$ cat config.mk
export PLATFORM = sky130hd
export DESIGN_NAME = gated_counter_ctrl
export DESIGN_NICKNAME = d
export VERILOG_FILES = /design/src/rtl/rocfw_ctrl_pkg.sv /design/src/rtl/sat_event_counter.sv /design/src/rtl/gated_counter_ctrl.sv
export SDC_FILE = /design/constraint.sdc
export NUM_CORES = 1
export LEC_CHECK = 0
export BUFFER_PORTS_ARGS = -buffer_cell sky130_fd_sc_hd__buf_2
export CELL_PAD_IN_SITES_DETAIL_PLACEMENT = 0
export CELL_PAD_IN_SITES_GLOBAL_PLACEMENT = 2
export CORE_AREA = 2 2 206 208
export CTS_BUF_LIST = sky130_fd_sc_hd__clkbuf_4
export CTS_CLUSTER_SIZE = 8
export DETAILED_ROUTE_END_ITERATION = 7
export DIE_AREA = 0 0 208 210
export HOLD_SLACK_MARGIN = 0.15
export PLACE_DENSITY_LB_ADDON = 0.1
export SLEW_MARGIN = 20
export SYNTH_ARGS = -nofsm -noshare
export SYNTH_HDL_FRONTEND = slang
export SYNTH_SLANG_ARGS = --single-unit
$ cat constraint.sdc
create_clock -name clk -period 4.9 [get_ports clk]
set_input_delay 0.49 -clock clk [delete_from_list [all_inputs] [get_ports clk]]
set_output_delay 0.49 -clock clk [all_outputs]
set_load 0.01 [all_outputs]
$ cat src/rtl/rocfw_ctrl_pkg.sv
// ----------------------------------------------------------------------------
// rocfw_ctrl_pkg
// Shared definitions for the readout-controller gate-window logic.
//   state_t     : gate-window FSM states (IDLE, CLEAR, COUNT, LATCH)
//   DEF_NCH     : default number of event channels
//   DEF_WIDTH   : default counter / window-length width
//   DEF_IDW     : default window-id width
// ----------------------------------------------------------------------------
package rocfw_ctrl_pkg;

    typedef enum logic [1:0] {
        ST_IDLE  = 2'd0,
        ST_CLEAR = 2'd1,
        ST_COUNT = 2'd2,
        ST_LATCH = 2'd3
    } state_t;

    localparam int DEF_NCH   = 32'd4;
    localparam int DEF_WIDTH = 32'd32;
    localparam int DEF_IDW   = 32'd16;

endpackage

$ cat src/rtl/sat_event_counter.sv
// ----------------------------------------------------------------------------
// sat_event_counter
// WIDTH-bit saturating event counter with synchronous clear and count enable.
// The outputs are the look-ahead (next-state) values, so the owner can take a
// snapshot on the same edge that registers the final counting cycle.
// Ports:
//   clk       in   system clock, rising edge
//   rst       in   synchronous reset, active-high
//   clr       in   synchronous clear of count and saturation flag
//   en        in   counting window active
//   ev        in   event strobe, one count per high cycle while en=1
//   cnt_next  out  value the counter takes at the next edge
//   sat_next  out  value the saturation flag takes at the next edge
// ----------------------------------------------------------------------------
module sat_event_counter
    import rocfw_ctrl_pkg::*;
#(
    parameter int WIDTH = DEF_WIDTH
) (
    input  logic             clk,
    input  logic             rst,
    input  logic             clr,
    input  logic             en,
    input  logic             ev,
    output logic [WIDTH-1:0] cnt_next,
    output logic             sat_next
);

    localparam logic [WIDTH-1:0] CNT_MAX = {WIDTH{1'b1}};
    localparam logic [WIDTH-1:0] CNT_ONE = {{(WIDTH-1){1'b0}}, 1'b1};

    logic [WIDTH-1:0] cnt_r;
    logic             sat_r;
    logic [WIDTH-1:0] cnt_d_s;
    logic             sat_d_s;

    // Next-state: clear wins, otherwise count events and pin at the maximum
    always_comb begin
        cnt_d_s = cnt_r;
        sat_d_s = sat_r;
        if (clr) begin
            cnt_d_s = {WIDTH{1'b0}};
            sat_d_s = 1'b0;
        end else if (en && ev) begin
            if (cnt_r == CNT_MAX) begin
                sat_d_s = 1'b1;
            end else begin
                cnt_d_s = cnt_r + CNT_ONE;
            end
        end else begin
            cnt_d_s = cnt_r;
            sat_d_s = sat_r;
        end
    end

    // Counter and saturation flag registers
    always_ff @(posedge clk) begin
        if (rst) begin
            cnt_r <= {WIDTH{1'b0}};
            sat_r <= 1'b0;
        end else begin
            cnt_r <= cnt_d_s;
            sat_r <= sat_d_s;
        end
    end

    assign cnt_next = cnt_d_s;
    assign sat_next = sat_d_s;

endmodule

$ cat src/rtl/gated_counter_ctrl.sv
// ----------------------------------------------------------------------------
// gated_counter_ctrl
// Gate-window controller for a bank of NCH saturating event counters. A start
// pulse opens a window of window_len cycles (0 behaves as 1); at its end all
// counters are snapshotted into a result register offered over valid/ready.
// In continuous mode windows re-arm with two dead cycles (LATCH, CLEAR).
// Ports:
//   clk, rst     clock and synchronous active-high reset
//   start        begin measurement (IDLE only); clears overrun
//   stop         finish the current window, then return to IDLE
//   continuous   re-arm after each window
//   window_len   window length in cycles, sampled in CLEAR
//   event_in     per-channel event strobes
//   busy         FSM not in IDLE
//   res_valid    snapshot available; held until accepted
//   res_ready    readout accepts snapshot
//   res_cnt      snapshot counts, channel i at [i*WIDTH +: WIDTH]
//   res_sat      snapshot saturation flags
//   res_id       window id of the snapshot
//   overrun      sticky: a snapshot was dropped because the slot was full
// ----------------------------------------------------------------------------
module gated_counter_ctrl
    import rocfw_ctrl_pkg::*;
#(
    parameter int NCH   = DEF_NCH,
    parameter int WIDTH = DEF_WIDTH,
    parameter int IDW   = DEF_IDW
) (
    input  logic                 clk,
    input  logic                 rst,
    input  logic                 start,
    input  logic                 stop,
    input  logic                 continuous,
    input  logic [WIDTH-1:0]     window_len,
    input  logic [NCH-1:0]       event_in,
    output logic                 busy,
    output logic                 res_valid,
    input  logic                 res_ready,
    output logic [NCH*WIDTH-1:0] res_cnt,
    output logic [NCH-1:0]       res_sat,
    output logic [IDW-1:0]       res_id,
    output logic                 overrun
);

    localparam logic [WIDTH-1:0] W_ZERO = {WIDTH{1'b0}};
    localparam logic [WIDTH-1:0] W_ONE  = {{(WIDTH-1){1'b0}}, 1'b1};
    localparam logic [IDW-1:0]   ID_ONE = {{(IDW-1){1'b0}}, 1'b1};

    // Timer start value: a zero-length window still counts for one cycle
    function automatic logic [WIDTH-1:0] first_timer(input logic [WIDTH-1:0] len);
        if (len == W_ZERO) begin
            return W_ZERO;
        end else begin
            return len - W_ONE;
        end
    endfunction

    state_t               state_r;
    logic                 busy_r;
    logic [WIDTH-1:0]     timer_r;
    logic [IDW-1:0]       win_id_r;
    logic                 stop_pend_r;
    logic                 res_valid_r;
    logic [NCH*WIDTH-1:0] res_cnt_r;
    logic [NCH-1:0]       res_sat_r;
    logic [IDW-1:0]       res_id_r;
    logic                 overrun_r;

    logic                 cnt_clr_s;
    logic                 cnt_en_s;
    logic                 last_cnt_s;
    logic                 slot_free_s;
    logic                 res_load_s;
    logic                 res_drop_s;
    logic [NCH*WIDTH-1:0] cnt_next_s;
    logic [NCH-1:0]       sat_next_s;

    // Counter bank; snapshots use the look-ahead values so the final
    // COUNT cycle's events are included and res_valid rises in LATCH
    for (genvar gi = 0; gi < NCH; gi++) begin : g_ch
        sat_event_counter #(
            .WIDTH (WIDTH)
        ) u_cnt (
            .clk      (clk),
            .rst      (rst),
            .clr      (cnt_clr_s),
            .en       (cnt_en_s),
            .ev       (event_in[gi]),
            .cnt_next (cnt_next_s[gi*WIDTH +: WIDTH]),
            .sat_next (sat_next_s[gi])
        );
    end

    // Window control decode and result-slot arbitration
    always_comb begin
        cnt_clr_s   = (state_r == ST_CLEAR);
        cnt_en_s    = (state_r == ST_COUNT);
        last_cnt_s  = cnt_en_s && (timer_r == W_ZERO);
        // slot is free when empty or being drained on this very edge
        slot_free_s = !res_valid_r || res_ready;
        res_load_s  = last_cnt_s && slot_free_s;
        res_drop_s  = last_cnt_s && !slot_free_s;
    end

    // Gate-window FSM with timer, window id, pending stop and busy
    always_ff @(posedge clk) begin
        if (rst) begin
            state_r     <= ST_IDLE;
            busy_r      <= 1'b0;
            timer_r     <= W_ZERO;
            win_id_r    <= {IDW{1'b0}};
            stop_pend_r <= 1'b0;
        end else begin
            case (state_r)
                ST_IDLE: begin
                    if (start) begin
                        state_r <= ST_CLEAR;
                        busy_r  <= 1'b1;
                    end else begin
                        state_r <= ST_IDLE;
                        busy_r  <= 1'b0;
                    end
                end
                ST_CLEAR: begin
                    timer_r     <= first_timer(window_len);
                    stop_pend_r <= stop_pend_r | stop;
                    state_r     <= ST_COUNT;
                end
                ST_COUNT: begin
                    stop_pend_r <= stop_pend_r | stop;
                    if (timer_r == W_ZERO) begin
                        // id advances whether the snapshot is kept or dropped
                        state_r  <= ST_LATCH;
                        win_id_r <= win_id_r + ID_ONE;
                    end else begin
                        timer_r <= timer_r - W_ONE;
                    end
                end
                ST_LATCH: begin
                    if (continuous && !stop_pend_r) begin
                        state_r <= ST_CLEAR;
                    end else begin
                        state_r     <= ST_IDLE;
                        busy_r      <= 1'b0;
                        stop_pend_r <= 1'b0;
                    end
                end
                default: begin
                    state_r     <= ST_IDLE;
                    busy_r      <= 1'b0;
                    stop_pend_r <= 1'b0;
                end
            endcase
        end
    end

    // Result slot: a new snapshot overrides a simultaneous acceptance
    always_ff @(posedge clk) begin
        if (rst) begin
            res_valid_r <= 1'b0;
            res_cnt_r   <= {(NCH*WIDTH){1'b0}};
            res_sat_r   <= {NCH{1'b0}};
            res_id_r    <= {IDW{1'b0}};
            overrun_r   <= 1'b0;
        end else begin
            if (res_load_s) begin
                res_valid_r <= 1'b1;
                res_cnt_r   <= cnt_next_s;
                res_sat_r   <= sat_next_s;
                res_id_r    <= win_id_r;
            end else if (res_valid_r && res_ready) begin
                res_valid_r <= 1'b0;
            end else begin
                res_valid_r <= res_valid_r;
            end

            if ((state_r == ST_IDLE) && start) begin
                overrun_r <= 1'b0;
            end else if (res_drop_s) begin
                overrun_r <= 1'b1;
            end else begin
                overrun_r <= overrun_r;
            end
        end
    end

    assign busy      = busy_r;
    assign res_valid = res_valid_r;
    assign res_cnt   = res_cnt_r;
    assign res_sat   = res_sat_r;
    assign res_id    = res_id_r;
    assign overrun   = overrun_r;

endmodule

Word level (Yosys, flattened, before mapping)
Index checks and enable logic that the tools add are counted.
{"block": "totals", "in_bits": 42, "regBits": 334, "elab_cells": 100, "out_inout_bits": 151}
{"block": "classes", "n_addsub": 7, "eq_ne": 10, "muxes": 37, "reduce_logical": 27, "n_bitwise": 1}
{"op": "$mux 32", "count": 14}
{"op": "$add 32x1->32 const B", "count": 4}
{"op": "$eq 32x32->1 const B", "count": 4}
{"op": "$logic_not 32->1", "count": 2}
{"op": "$pmux 32 s2", "count": 1}
{"op": "$sub 32x1->32 const B", "count": 2}
{"op": "$mux 1", "count": 18}
{"op": "$add 16x1->16 const B", "count": 1}
{"op": "$logic_and 1x1->1", "count": 10}
{"op": "$pmux 2 s4", "count": 1}
{"op": "$reduce_and 2->1", "count": 4}
{"op": "$reduce_bool 2->1", "count": 4}
{"op": "$ne 2x2->1 const B", "count": 3}
{"op": "$eq 2x2->1 const B", "count": 2}
{"op": "$pmux 1 s2", "count": 2}
{"op": "$reduce_or 2->1", "count": 2}
{"op": "$logic_not 1->1", "count": 3}
{"op": "$eq 2x1->1 const B", "count": 1}
{"op": "$logic_not 2->1", "count": 1}
{"op": "$mux 2", "count": 1}
{"op": "$logic_or 1x1->1", "count": 1}
{"op": "$or 1x1->1", "count": 1}

Depth between registers and ports, before layout
Gate-level depths: netlist (run 1).
{"block": "depth", "depth_word": 4, "ltp_mapped": 10, "ltp_nobuf": 8}

By module
Synthesis (run 1) repeated with hierarchy kept, for this count alone.
{"block": "hier_totals", "hier_cells": 2181, "hier_area_um2": 16809.9}
{"mod": "gated_counter_ctrl", "area_per_inst_um2": 8732.1, "n_inst": 1, "cells_each": 1127}
{"mod": "sat_event_counter at g_ch[0].u_cnt ...", "area_per_inst_um2": 2042.0, "n_inst": 3, "cells_each": 267}
{"mod": "sat_event_counter at g_ch[3].u_cnt", "area_per_inst_um2": 1951.9, "n_inst": 1, "cells_each": 253}

Worst setup path after synthesis (run 1)
OpenSTA, ideal clock, no wires.
{"block": "synth_timing", "path_type": "in2reg", "start": "input window_len[0]", "end": "register timer_r[23]", "stages": 9, "setup_slack_ns": 2.171, "setup_time_ns": 0.126, "arrival_ns": 2.604, "required_time_ns": 4.774, "cell_sequence": "inv_1 ha_1 or4b_1 or3_1 clkbuf_1 or3_1 or2_2 o21ai_0 o21ai_0"}
{"block": "synth_between", "elab_chain_len": 3, "elab_cells_between_ends": 4, "cone_classes": "1 x add/sub; 2 x mux; 1 x reduce/logical"}
{"element": "from (decl)", "line_no": "gated_counter_ctrl.sv:34", "text": "input logic [WIDTH-1:0] window_len,"}
{"element": "$sub 32x1->32 / $logic_not 32->1 (equally long branches)", "line_no": "gated_counter_ctrl.sv:54, gated_counter_ctrl.sv:51"}
{"element": "$mux 32 *", "line_no": "gated_counter_ctrl.sv:51", "text": "if (len == W_ZERO) begin"}
{"element": "$pmux 32 s2 *", "line_no": "gated_counter_ctrl.sv:114", "text": "case (state_r)"}
{"element": "to (signal assigned)", "line_no": "gated_counter_ctrl.sv:125", "text": "timer_r <= first_timer(window_len);"}
{"element": "to (signal assigned)", "line_no": "gated_counter_ctrl.sv:136", "text": "timer_r <= timer_r - W_ONE;"}
{"element": "to (decl)", "line_no": "gated_counter_ctrl.sv:60", "text": "logic [WIDTH-1:0] timer_r;"}
Every way passes the cells marked *; elsewhere a longest branch is shown, timed or not.
A chain may end at the register's enable or synchronous reset.

Worst setup path after layout (run 1)
{"block": "layout_timing", "start": "input window_len[0]", "end": "register timer_r[30]"}
The elaborated chain is that of the path after synthesis.

==> results of run 1 <==
-- layer usage --
layer  part of all wire  routed length (um)
met4              0.020                 826
met2               0.47               19600
met3              0.042                1750
met5                  0                   0
met1               0.47               19900
-- logic make-up (layout without fill, tap and decap cells) --
group | Yosys count | in the layout | synth area share
and+or+nand+nor | 822 | 822 | 0.274
AOI/OAI and AO/OA | 279 | 279 | 0.116
xor gates and xnor gates | 157 | 157 | 0.0957
other | 0 | 1 | 0
adders and majority gates | 12 | 12 | 0.0104
buffers and inverters | 116 | 430 | 0.0325
DFF | 334 | 334 | 0.465
muxes | 9 | 9 | 0.00627
-- flip-flops by register name (all words and copies together) (netlist names) --
signal	flops
g_ch.u_cnt.cnt_r	128
res_cnt	128
timer_r	32
res_id	16
win_id_r	16
g_ch.u_cnt.sat_r	4
res_sat	4
state_r	2
busy	1
overrun	1
res_valid	1
stop_pend_r	1
-- synthesized netlist by cell type (6+ instances only) --
cell,n
nand4_1,63
and3_1,35
a32o_1,6
inv_1,27
nand3_1,88
or2_2,7
clkbuf_1,78
ha_1,12
o21ai_0,155
xor2_1,104
mux2i_1,9
and4_1,13
o21ai_2,7
or4_1,7
nor4_1,35
nand2_1,239
nor3_1,50
nand4b_1,7
a31oi_1,15
a21oi_1,39
nor2_1,230
and2_1,14
xnor2_1,53
or3_1,9
dfxtp_1,334
a22oi_1,6
-- per-stage QoR --
| stage | setup slack [ns] | hold slack (ns) | util | std cells | instance area (um2) |
|---|---|---|---|---|---|
| 3_5_place_dp | 1.47 | 0.437 | 0.380 | 2385 | 15800 |
| 6_report | 1.43 | 0.234 | 0.415 | 2583 | 17200 |
| 4_1_cts | 1.46 | 0.154 | 0.415 | 2582 | 17200 |
| 2_1_floorplan | 2.17 | 0.424 | - | 1729 | 14400 |
| 5_1_grt | 1.20 | 0.200 | 0.415 | 2583 | 17200 |
| 3_3_place_gp | 1.54 | 0.430 | 0.380 | 2385 | 15800 |
-- what timing repair did --
item / 4_1_cts / 5_1_grt
endpoints found under the setup margin: 0 / 0
gates resized for setup: 0 / 0
endpoints found under the hold margin: 25 / 0
hold buffers: 27 / 0
-- critical path, stage by stage --
cell and delay, ns:
dlygate4sd3_1 0.53, buf_2 0.15, inv_1 0.08, ha_1 0.20, or4b_1 0.49, or3_1 0.62
nor4_1 0.63, o2111ai_1 0.18, dlygate4sd3_1 0.60, a21o_1 0.16
-- cell usage in the layout, fill, tap and decap left out, types with 11 or more instances in the layout --
cell	Yosys	layout
dfxtp_1	334	334
a21oi_1	39	39
and4_1	13	13
o21ai_0	155	155
nand4_1	63	63
xnor2_1	53	53
clkbuf_4	0	142
clkinv_1	2	22
nand3_1	88	88
dlygate4sd3_1	0	27
and2_1	14	14
buf_4	1	12
a31oi_1	15	14
nor2_1	230	230
nor3_1	50	50
and3_1	35	35
nand2_1	239	239
xor2_1	104	104
ha_1	12	11
buf_2	4	192
nor4_1	35	34
inv_1	27	27
-- area by class of cell --
class                           count  area (um2)
Clock buffer                      142        1070
Multi-Input combinational cell   1279        7240
Timing Repair Buffer              231        1320
Sequential cell                   334        6690
Clock inverter                     28         118
Inverter                           29         109
Fill cell                        4347       24300
Tap cell                          539         674
Antenna cell                        1        2.50
-- power by group through the flow --
| stage | registers (W) | clock network (W) | logic (W) |
|---|---|---|---|
| CTS | 0.00299 | 0.00263 | 0.00150 |
| global route | 0.00301 | 0.00279 | 0.00168 |
| finish | 0.00299 | 0.00252 | 0.00151 |
| floorplan | 0.00301 | 0 | 0.00107 |
| global placement | 0.00305 | 0 | 0.00149 |
| detailed placement | 0.00305 | 0 | 0.00148 |
-- worst min path at each step --
stage,cells after the start,endpoint,start,slack (ns)
2_1_floorplan,2,g_ch[1].u_cnt.sat_r,g_ch[1].u_cnt.sat_r,0.42
3_3_place_gp,2,res_cnt[91],res_cnt[91],0.43
3_5_place_dp,2,res_cnt[79],res_cnt[79],0.44
4_1_cts,5,timer_r[4],window_len[4],0.15
5_1_grt,4,timer_r[23],window_len[23],0.20
6_report,5,g_ch[2].u_cnt.sat_r,event_in[2],0.23
==> impl_results.md, run 1 <==
- Outcome: finished clean
- Initial DRC count: 602
- Post-route setup TNS: 0 ns
- I/O pin total: 193
- Die area: 43,700 um2
- Max VDD drop: 0.000241 V
- CP Launch Point: window_len[0]
- Worst R2R End: res_sat[1]
- R2R Path Start: timer_r[26]
- Root Buffer: clkbuf_4
- Post-route total power: between 0.007 and 0.008 W
- CTS Buf Count: between 90 and 100
- Critical path data arrival time: 4.12 ns
- Path type of the worst setup path: in2reg
- Comb pwr share: 0.215
- EDFF count, synth: 0
- Crit Path Max Fanout: 16
- H-tree depth: 3
- Max-slew violations: 0
- Post-DP HPWL: 28,600 um
- Switching power total: about 0.0024 W
- Synthesized instance count: 1,729
- Core area: 41,500 um2
- Seq/Total Area, Yosys: 0.465
- DRC violations left: 0
- Slew @ Worst Pin: 0.943 ns
- Critical path startpoint category: primary input
- Grt met3 use: 0.0389
- Synth area leaders: dfxtp_1, xor2_1, nand2_1
- Routed Wire Length: 42,100 um
- Number of global-route vias before repair: 12,799
- Hold Path Class: in2reg
- Leak: 6.62 nW
- Final ANT Viol Nets: 0
- Vias/cell: 5.06
- Syn avg cell area: between 8 and 9 um2
- Final nets: 2,025
- Port buffer count: 192
- CTS tree: done
- Critical path endpoint: timer_r[30]
- Clock skew: roughly 0.042 ns
- Fmax: 288 MHz
- CTS Buffer Depth: 3
- Endpoints failing setup: 0
- Async set-reset flop share out of synthesis: 0
- Met2 GRT Util: 0.310
- RSZ-0062 raised after global routing: false
- Tcrit/Tclk final: 0.708
- Detailed-routing iteration count for the pre-antenna-repair pass: 5
- Crit end category: flop
- PD cells: roughly 410 nW/um2
- Synth cell types: 65
- Synth-to-Final Area Change: 19.8%
- Syn nets: roughly 1,800
- Initial antenna violation count: 1
- Busiest grt layer: met2
- Met1 GRT Util: 0.249
- Clk pwr share: 0.359
- Max-slew headroom: 0.369
- Vias: about 13,000
- WP data required: 5.55 ns
- First-pass GRT wire length: 67,600 um
- Fin crit period: 3.47 ns
- Share of the synthesized area in the top cell type: 0.465
- Routed len/inst: 16.3 um
- Die Height: roughly 210 um
- Switching Share: 0.340
- Num Clock Sinks: between 300 and 400
- Post-CTS setup repair buffer count: 0
- Yosys warns: 0
- Layout cells sized above 1: 0.188
- Syn Std Cell Area: 14,400 um2
- Reg2reg setup slack: 1.47 ns
- GRT Total Usage: 0.191
- Pint: about 0.0046 W
- Initial Util: 0.346
- Final Hold Viols: 0
- Post-synth top flop: dfxtp_1
- Total of max-cap violations: 0
- Seq cells post-synth: 334
- Clock transition at path regs: ~0.060 ns
- Row cnt: 75
- Worst skew pair latency: slightly below 0.8 ns
- GRT overflow: 0
- GP Congestion: 0.831
- Reg2reg path depth: 5
- Sequential share of power: 0.427
- Pin count of the biggest net entering global routing: 82
- Post-synth top area cell: dfxtp_1
- Die X: 208 um
No activity file was read; power rests on OpenSTA's default activity.
==> run 2: changes to the inputs <==
--- a/config.mk
+++ b/config.mk
@@ -5,14 +5,15 @@
 export SDC_FILE = /design/constraint.sdc
 export NUM_CORES = 1
 export LEC_CHECK = 0
+export ABC_AREA = 1
 export BUFFER_PORTS_ARGS = -buffer_cell sky130_fd_sc_hd__buf_2
 export CELL_PAD_IN_SITES_DETAIL_PLACEMENT = 0
 export CELL_PAD_IN_SITES_GLOBAL_PLACEMENT = 2
-export CORE_AREA = 2 2 206 208
+export CORE_AREA = 2 2 255 257
 export CTS_BUF_LIST = sky130_fd_sc_hd__clkbuf_4
 export CTS_CLUSTER_SIZE = 8
 export DETAILED_ROUTE_END_ITERATION = 7
-export DIE_AREA = 0 0 208 210
+export DIE_AREA = 0 0 257 259
 export HOLD_SLACK_MARGIN = 0.15
 export PLACE_DENSITY_LB_ADDON = 0.1
 export SLEW_MARGIN = 20
==> constraint.sdc (replaced) <==
create_clock -name clk -period 3.1 [get_ports clk]
set_input_delay 0.31 -clock clk [delete_from_list [all_inputs] [get_ports clk]]
set_output_delay 0.31 -clock clk [all_outputs]
set_load 0.01 [all_outputs]
==> impl_results.md, run 2 <==
- GP Congestion: 0.833 (+0.24%)
- Outcome: finished clean
- Critical path startpoint category: primary input
- Pin count of the biggest net entering global routing: 133 (+62%)
- Syn Std Cell Area: 18,900 um2 (+32%)
- EDFF count, synth: 0 (unchanged)
- CTS tree: done
- Count leader, synth: nand2_1
- H-tree depth: 3 (unchanged)
- Slew @ Worst Pin: 0.961 ns (+0.0180 ns)
- Seq cells post-synth: 334 (unchanged)
- Post-route setup TNS: 0 ns (unchanged)
- Met1 GRT Util: 0.252 (+0.00308)
- Row cnt: 93 (+24%)
- Root Buffer: clkbuf_4
- Initial antenna violation count: 2 (+1)
- Final ANT Viol Nets: 0 (unchanged)
- Share of the synthesized area in the top cell type: 0.353 (-0.112)
- Most frequent cells in the layout: nand2_1, nor2_1, inv_1
- First-pass GRT wire length: 105,000 um (+55%)
- Synth area leaders: dfxtp_1, nand2_1, nor2_1
- Post-DP HPWL: 46,400 um (+62%)
- Number of global-route vias before repair: 19,152 (+50%)
- Worst Hold Launch: start
- Routed Wire Length: 65,200 um (+55%)
- Reg2reg path depth: 9 (+4)
- WP data required: 3.83 ns (-1.72 ns)
- Syn nets: 3,146 (+76%)
- Max-slew violations: 0 (unchanged)
- Worst hold stages: 5 (unchanged)
- Die Height: 259 um (+23%)
- Max-slew headroom: 0.359 (-0.0102)
- DRC violations left: 0 (unchanged)
- CP bufs+invs: 6 (+2)
- Hold Path Class: in2reg
- Initial Util: 0.296 (-0.0503)
- WHS Endpoint: overrun
- Async set-reset flop share out of synthesis: 0 (unchanged)
- Syn avg cell area: 6.12 um2 (-26%)
- Seq/Total Area, Yosys: 0.353 (-0.112)
- Num Clock Sinks: 334 (unchanged)
- Busiest grt layer: met2
- Final nets: 3,398 (+68%)
- Synthesized instance count: 3,092 (+79%)
- RSZ-0062 raised after global routing: false
- Synth cell count leaders: nand2_1, nor2_1, inv_1, nand3_1, dfxtp_1
- PD cells: 593 nW/um2 (+46%)
- Clock transition at path regs: 0.06 ns (about the same)
- Crit Path Max Fanout: 6 (-10)
- Fmax: ~360 MHz
- Layout cells sized above 1: 0.123 (-0.0650)
- Initial DRC count: 858 (+43%)
- Tcrit/Tclk final: 0.895
- Post-synth top flop: dfxtp_1
- Setup slack after layout: 0.326 ns (-1.10 ns)
- Worst path top cell family by delay: buffers and inverters
- Die X: 257 um (+24%)
- Most frequent CP cell: nand3_1
- Detailed-routing iteration count for the pre-antenna-repair pass: 5 (unchanged)
- Endpoints failing setup: 0 (unchanged)
- CTS Buf Count: 100 (+4.2%)
- CTS Buffer Depth: 3 (unchanged)
- Post-synth top area cell: dfxtp_1
- Vias/cell: 4.58 (-9.4%)
- Final Hold Viols: 0 (unchanged)
- Final Hold Slack: 0.335 ns (+0.101 ns)
- GRT overflow: 0 (unchanged)
- Slowest Stage Delay on Critical Path: 0.60 ns (-0.03 ns)
- Routed len/inst: 15.2 um (-6.4%)
- Die area: 66,600 um2 (+52%)
- Vias: 19,596 (+50%)
- Fin crit period: between 2 and 3 ns
- Worst R2R End: timer_r[31]
- Worst path cell trace: dlygate4sd3_1 -> buf_2 -> inv_1 -> nand3_1 -> nor2_2 -> nand2_1 -> nor2_2 -> nand3_1 -> dlygate4sd3_1 -> nand3_1 -> dlygate4sd3_1 -> nand3_1 -> nand2_1 -> inv_1
- I/O pin total: 193 (unchanged)
- Worst skew pair latency: 0.88 ns (+0.09 ns)
- Total of max-cap violations: 0 (unchanged)
- Leak: 9.90 nW (+50%)
- Yosys warns: 0 (unchanged)
- GRT Total Usage: 0.196 (+0.00495)
- Path type of the worst setup path: in2reg
- # resized after CTS: 0 (unchanged)
- Commonest non-fill, non-tap cell in the layout: nand2_1
- Post-route total power: 0.0134 W (+90%)
- Critical path data arrival time: 3.51 ns (-0.61 ns)
- Core area: 63,900 um2 (+54%)
- Crit end category: flop
- Met2 GRT Util: 0.328 (+0.0187)
- Crit path max-delay cell type: dlygate4sd3_1
- Max VDD drop: 0.000279 V (+16%)
- Pre-CTS setup slack: 0.658 ns (-0.816 ns)
- Clock skew: 0.0842 ns (+0.0421 ns)
- Port buffer count: 192 (unchanged)
- Grt met3 use: 0.0379 (-0.00100)
- Reg2reg setup slack: 0.66 ns (-0.81 ns)
- R2R Path Start: state_r[0]
- Synth cell types: 36 (-45%)
- Synth-to-Final Area Change: 19.0%
-- run 2: cell count changes after synthesis, sizes merged, moves of 33 or more --
cell	change
o21ai	-108
nand2	+677
nor2	+296
nor4	-38
inv	+334
nand3	+265
buf	+52
a21oi	+154
and3	-35
nand4	-35
xnor2	-33
-- run 2: area by class of cell --
type                       count  area [um2]
antenna                        2        5.00
clock buffer                 150        1130
clock inverter                27         139
fill                        7238       41400
inverter                     362        1370
multi-input combinational   2267       10300
sequential                   334        6690
tap                          855        1070
timing repair buffer         279        1860
-- run 2: worst register-to-register path: stages (launching register included) --
cell	delay (ns)
dfxtp_1	0.34
inv_1	0.09
ha_2	0.40
buf_4	0.39
nor2_1	0.19
nand3_1	0.13
dlygate4sd3_1	0.60
nand3_1	0.07
nand2_1	0.07
inv_1	0.04
-- run 2: logic make-up after synthesis --
family,count (synthesis),share of synthesized area
buffers and inverters,491,0.105
flip-flops,334,0.353
AO/OA/AOI/OAI,282,0.0792
adder cells (fa/ha/maj),12,0.00793
AND/OR/NAND/NOR,1876,0.410
XOR/XNOR,97,0.0449
-- run 2: power breakdown --
group	leakage (nW)	internal (W)	total, W	switching [W]
sequential	2.70	0.00471	0.00519	0.000475
combinational	6.44	0.00123	0.00382	0.00259
clock	0.763	0.00228	0.00435	0.00207
total	9.90	0.00822	0.0134	0.00514
-- run 2: worst max path at each step --
stage                      startpoint           to  slack (ns)  depth (start not counted)
2_1_floorplan              state_r[0]   res_cnt[2]        1.29                          9
3_3_place_gp   g_ch[1].u_cnt.cnt_r[0]  res_cnt[42]        0.71                         12
3_5_place_dp   g_ch[2].u_cnt.cnt_r[0]  res_cnt[76]        0.66                          9
4_1_cts                 window_len[0]  timer_r[31]        0.42                         14
5_1_grt                 window_len[1]  timer_r[31]        0.19                         14
6_report                window_len[1]  timer_r[31]        0.33                         14
-- run 2: per-layer routing --
layer	part of all wire	routed length [um]
met1	0.47	30500
met2	0.46	30100
met3	0.048	3160
met4	0.021	1380
met5	0.00020	13
-- run 2: what timing repair did --
| action | CTS | global route |
|---|---|---|
| hold buffers | 56 | 0 |
| endpoints found under the hold margin | 273 | 0 |
| setup buffers | 0 | 0 |
-- run 2: metrics by stage --
step / instances / util / area (um2)
floorplan: 3092 / - / 18900
global placement: 4041 / 0.324 / 20700
detailed placement: 4041 / 0.324 / 20700
CTS: 4274 / 0.353 / 22500
global route: 4275 / 0.353 / 22500
finish: 4276 / 0.353 / 22500
